`src/rtl/fetch_pkg.sv`:
```
// Shared constants and types for the instruction-fetch stage.
package fetch_pkg;

    localparam int unsigned ADDR_W   = 64;
    localparam int unsigned PC_INC   = 4;
    localparam logic [ADDR_W-1:0] RESET_PC = 64'h0;

    typedef logic [ADDR_W-1:0] addr_t;

endpackage

```
`src/rtl/fetch_pc_reg.sv`:
```
// pc_reg: N-bit register with synchronous active-high reset and load enable.
// Reset takes priority over the enable.
module pc_reg
    import fetch_pkg::*;
#(
    parameter int unsigned      W         = ADDR_W,
    parameter logic [W-1:0]     RESET_VAL = '0
) (
    input  logic         clk,
    input  logic         reset,
    input  logic         en,
    input  logic [W-1:0] d,
    output logic [W-1:0] q
);

    // Register update: reset wins, otherwise load d when enabled.
    always_ff @(posedge clk) begin
        if (reset) begin
            q <= RESET_VAL;
        end else if (en) begin
            q <= d;
        end
    end

endmodule

```
`src/rtl/fetch.sv`:
```
// fetch: program counter and next-PC selection for the fetch stage.
// imem_addr_F is the PC register itself (no output delay). The next PC is either
// PC + PC_INC (wrapping modulo 2^N) or the unmodified branch target.
// Optional feature: define FETCH_STALL_EN to add a stall_F input after imem_addr_F;
// a stall holds the PC unless a branch is taken in the same cycle.
module fetch
    import fetch_pkg::*;
#(
    parameter int unsigned  N        = fetch_pkg::ADDR_W,
    parameter int unsigned  PC_INC   = fetch_pkg::PC_INC,
    parameter logic [N-1:0] RESET_PC = N'(fetch_pkg::RESET_PC)
) (
    input  logic         PCSrc_F,
    input  logic         clk,
    input  logic         reset,
    input  logic [N-1:0] PCBranch_F,
`ifdef FETCH_STALL_EN
    output logic [N-1:0] imem_addr_F,
    input  logic         stall_F
`else
    output logic [N-1:0] imem_addr_F
`endif
);

    logic [N-1:0] pc_q;
    logic [N-1:0] pc_seq;
    logic [N-1:0] pc_d;
    logic         pc_en;

    // Next-PC selection: sequential increment or branch target, taken as-is.
    always_comb begin
        pc_seq = pc_q + N'(PC_INC);
        pc_d   = PCSrc_F ? PCBranch_F : pc_seq;
    end

    // Load enable: a taken branch overrides a stall.
`ifdef FETCH_STALL_EN
    always_comb begin
        pc_en = PCSrc_F | ~stall_F;
    end
`else
    always_comb begin
        pc_en = 1'b1;
    end
`endif

    pc_reg #(
        .W         (N),
        .RESET_VAL (RESET_PC)
    ) u_pc_reg (
        .clk   (clk),
        .reset (reset),
        .en    (pc_en),
        .d     (pc_d),
        .q     (pc_q)
    );

    assign imem_addr_F = pc_q;

endmodule

```
`config.mk`:
```
export PLATFORM = sky130hd
export DESIGN_NAME = fetch
export DESIGN_NICKNAME = d
export VERILOG_FILES = /design/src/rtl/fetch_pkg.sv /design/src/rtl/fetch_pc_reg.sv /design/src/rtl/fetch.sv
export SDC_FILE = /design/constraint.sdc
export NUM_CORES = 1
export LEC_CHECK = 0
export ABC_CLOCK_PERIOD_IN_PS = 3300
export CAP_MARGIN = 20
export CORE_ASPECT_RATIO = 0.8
export CORE_MARGIN = 10
export CORE_UTILIZATION = 45
export DETAILED_ROUTE_END_ITERATION = 12
export PLACE_DENSITY = 0.92
export SYNTH_ARGS = -nofsm -noshare
export SYNTH_HDL_FRONTEND = slang
export SYNTH_SLANG_ARGS = --single-unit
```
`constraint.sdc`:
```
create_clock -name clk -period 3.3 [get_ports clk]
set_clock_uncertainty 0.2 [all_clocks]
set_input_delay 0.33 -clock clk [delete_from_list [all_inputs] [get_ports clk]]
set_output_delay 0.33 -clock clk [all_outputs]
set_load 0.1 [all_outputs]
```
# [Word-level counts from Yosys, hierarchy flattened]
# Cells that the tools add are included.
[totals] reg_bits=64 latch_bits=0 ramBits=0 romBits=0 inputBits=67 wordCells=3 mem_count=0
[classes] add_sub_neg=1 multipliers=0 n_div=0 order_cmp=0 eq_ne=0 n_shift=0 n_mux=1 bitwise_logic=0 reduce_logical=0
[ops] cell="64-bit by 3-bit adder with 64-bit output (second input constant)" n=1
[ops] cell="64-bit two-way mux" n=1

# [Depth between registers and ports, before layout]
[depth] word_depth=2 depth_mapped=10

# [Hierarchy]
# A second synthesis with hierarchy kept.
[hier_totals] hier_cells=574 hier_area_um2=4364.2
[by_module_without_submodules] module="pc_reg" instances=1 cells_each=206 area_each_um2=2290.9 seq_area_each_um2=1281.2
[by_module_without_submodules] module="fetch" instances=1 cells_each=368 area_each_um2=2073.2 seq_area_each_um2=0.0

# [Least setup slack after synthesis]
# Ideal clock, no wire load.
[synth_path] path_type="register -> register" startpoint="reg u_pc_reg.q[13]" endpoint="reg u_pc_reg.q[60]" setup_ns=0.086 t_arrival_ns=2.872 required_ns=3.014 path_slack_ns=0.142 path_stages_with_launch=8 n_path_buf=1 period_less_slack_ns=3.158 cell_sequence="dfxtp_1 buf_6 nand3_4 or4_4 nor4_4 nand4_1 xor2_1 a211oi_1"
[synth_via] elab_chain_len=2
[synth_lines] element="from (decl)" line_no="fetch_pc_reg.sv:13" text="output logic [W-1:0] q"
[synth_lines] element="from (signal assigned)" line_no="fetch_pc_reg.sv:19" text="q <= RESET_VAL;"
[synth_lines] element="from (signal assigned)" line_no="fetch_pc_reg.sv:21" text="q <= d;"
[synth_lines] element="64-bit by 3-bit adder with 64-bit output" line_no="fetch.sv:32" text="pc_seq = pc_q + N'(PC_INC);"
[synth_lines] element="64-bit two-way mux" line_no="fetch.sv:33" text="pc_d = PCSrc_F ? PCBranch_F : pc_seq;"
# Every way passes these cells.
# A chain may end at the register's enable or synchronous reset.

# [Worst setup path after layout]
# Ends and elaborated chain as after synthesis.

==> flow_summary.yaml <==
cts:
  root_buffer: "clkbuf_8"
  cts_made_buffers: 9
  ctsHtreeMaxLevel: 3
  cts.repair.resized: 0
  cts_buffer_depth: 2
  cts.sinks: 64
  cts_tree: "built"
  cts_setup_buffers: 0
  ctsHoldBuffers: 0
  insertion_delay_ns: 0.34
  clkTransAtPathRegs_ns: 0.07
placed_design:
  hpwl_um: 8500
  globalplace.congestion: 0.896
  portBuffers: 130
  dp.cells: 646
critical_path:
  cp_max_fo: 10
  rrSetupSlack_ns: 0.57
  rr_endpoint: "u_pc_reg.q[60]$_SDFF_PP0_"
  r2r_cells: 6
  crit_start: "u_pc_reg.q[13]$_SDFF_PP0_"
  arrival_ns: 2.78
  path_class: "reg2reg"
  crit-reg2reg-launch: "u_pc_reg.q[13]$_SDFF_PP0_"
  start_kind: "flip-flop"
  worstSetupEndpointType: "flip-flop"
  crit_required_ns: 3.35
timing:
  min_period_ns: 2.73
  finalSetupViolations: 0
  slew_headroom_pct: 34.1
  finalCritPeriodShare_pct: 82.7
  max_clock_freq_mhz: 366
  fin_tns_setup_ns: 0
  hold_violations: 0
  drv_slew: 0
  rsz0062_at_grt: "false"
  worst_pin_slew_ns: 0.985
synthesis:
  synth_fp_nets: 502
  ys_seq_area_share_pct: 36.4
  synth-seq-cells: 64
  synthMuxAreaShare_pct: 1.71
  syn_inst: 434
  yosysWarningCount: 0
  yosysUniqueCellTypes: 42
  synthArstFlopShare_pct: 0
  synth-xor-area-share_pct: 13.4
  synth_area_sq_um: 3520
  synth-edff-count: 0
  yosys.area_share.simple_pct: 30.4
  syn_avg_cell_area_sq_um: 8.11
  synth_compound_area_share_pct: 12.9
  synth_flop_cell: "dfxtp_1"
  synth_top_family_by_area: "simple AND/OR/NAND/NOR gates"
  synthAdderAreaFrac_pct: 0.355
detailed_routing:
  drt_iter0_markers: 220
  drc: 0
  vias: 3644
  first_pass_iters: 5
  wl_per_cell_um: 16.9
  drt-total-wl_um: 11200
  ant_nets: 0
  via_per_inst: 5.50
die:
  io_pins: 131
  die_h_um: 99.1
  core-area_sq_um: 7500
  fp.dieArea_sq_um: 11800
  start_util_pct: 47.0
  die_w_um: 119
  placementRows: 28
cells_and_area:
  largestRegisters: "u_pc_reg.q: 64 flops"
  syn2layout_area_growth_pct: 40.0
  drive_gt1_share_pct: 16.0
  final_common_cell: "clkdlybuf4s50_1"
  nets: 620
  largest_reg_flops: 64
  fillers: 616
  antenna_cells: 0
  most-common-layout-cells: "79 x clkdlybuf4s50_1, 66 x nor2_1, 64 x dfxtp_1"
  regMostFlops: "u_pc_reg.q"
  fin_cells: 662
global_route:
  grt_pass1_vias: 3527
  grt_overflow_total: 0
  antenna_found_initial: 0
  grt_max_degree: 52
  grtUsageTotal_pct: 18.4
  grt_pass1_wl_um: 18000
power_and_ir_drop:
  switchingPower_mw: 0.868
  power.internal_mw: 1.41
  p_clk_share_pct: 30.6
  combPwrFrac_pct: 29.9
  p_sw_share_pct: 38.2
  power_leakage_nw: 1.82
  power_per_cell_area_nw_per_um2: 461
  peakVddDrop_mv: 0.291
  power_frac_seq_pct: 39.5
job:
  max_cap_violations: 0
min_path:
  holdPathStages: 2
  min_to: "u_pc_reg.q[11]$_SDFF_PP0_"
  hp-start: "reset"
  worstHoldPathType: "in2reg"
run_status:
  status: "finished clean"
## power groups by stage
stage               combinational, mW  clock, mW  sequential [mW]
floorplan                       0.128          0             1.26
detailed placement              0.681          0            0.912
global route                    0.708      0.743            0.905
global placement                0.676          0            0.906
CTS                             0.683      0.707            0.895
finish                          0.680      0.696            0.897
## per-layer routing
layer | global-route usage (%) | vias up | wire (um)
li1 | - | 1779 | -
met1 | 22.0 | 1697 | 4840
met2 | 30.1 | 150 | 5200
met3 | 7.18 | 18 | 991
met4 | 5.06 | 0 | 167
met5 | 0 | - | 0
## critical path, stage by stage (launching register included)
cell and delay, ns:
dfxtp_1 0.57, nand3_4 0.14, or4_4 0.60, nor4_4 0.52
nand4_1 0.20, xor2_1 0.18, a211oi_1 0.23
## final cells by class
| class | instances | area (sq um) | share of cell area [%] |
|---|---|---|---|
| Timing Repair Buffer | 136 | 1220 | 24.7 |
| Sequential cell | 64 | 1280 | 26.0 |
| Inverter | 7 | 26.3 | 0.533 |
| Multi-Input combinational cell | 334 | 2070 | 42.0 |
| Clock inverter | 5 | 55.1 | 1.12 |
| Clock buffer | 11 | 151 | 3.07 |
| Tap cell | 105 | 131 | 2.66 |
## how the worst max path moves through the flow
stage	cells after the start	end
4_1_cts	6	u_pc_reg.q[60]$_SDFF_PP0_
5_1_grt	6	u_pc_reg.q[63]$_SDFF_PP0_
2_1_floorplan	7	u_pc_reg.q[60]$_SDFF_PP0_
3_5_place_dp	6	u_pc_reg.q[60]$_SDFF_PP0_
6_report	6	u_pc_reg.q[60]$_SDFF_PP0_
3_3_place_gp	6	u_pc_reg.q[54]$_SDFF_PP0_
## metrics by stage
step	cell area, sq um	total power, mW	hold slack (ns)	utilization [%]	setup WS [ns]
finish	4930	2.27	0.300	65.8	0.569
global route	4930	2.36	0.316	65.8	0.354
CTS	4930	2.29	0.297	65.8	0.550
detailed placement	4720	1.59	0.305	63.0	0.630
global placement	4720	1.58	0.276	63.0	0.709
floorplan	3520	1.39	0.239	-	0.142
## synth_stat cells, types with 2 or more instances
library cell | count | area share [%]
nand4_1 | 18 | 3.2
a211oi_1 | 30 | 6.4
and4_1 | 6 | 1.5
buf_6 | 2 | 0.64
nor3_1 | 13 | 1.8
or2_2 | 2 | 0.36
nand2_1 | 38 | 4.1
and2_1 | 2 | 0.36
a21oi_1 | 21 | 3.0
o21bai_1 | 4 | 0.85
o21ai_0 | 10 | 1.4
or3_1 | 6 | 1.1
clkbuf_1 | 19 | 2.0
buf_1 | 2 | 0.21
xnor2_1 | 28 | 7.0
clkbuf_2 | 2 | 0.28
nor4_1 | 6 | 1.1
a311oi_1 | 4 | 0.99
nor4_4 | 2 | 1.2
xor2_1 | 26 | 6.5
mux2i_1 | 6 | 1.7
nor2_1 | 66 | 7.0
and4_2 | 4 | 1.1
nand3_1 | 25 | 3.6
dfxtp_1 | 64 | 36
inv_1 | 6 | 0.64
and3_1 | 7 | 1.2
## kinds of logic (layout without fill, tap and decap cells)
family,count (synthesis),count (layout)
compound gates,70,70
mux,6,6
flops,64,64
buf+inv,36,159
simple gates,203,203
fa+ha+maj,1,1
xor+xnor,54,54
Note: power is estimated with default switching activity, not from simulation.
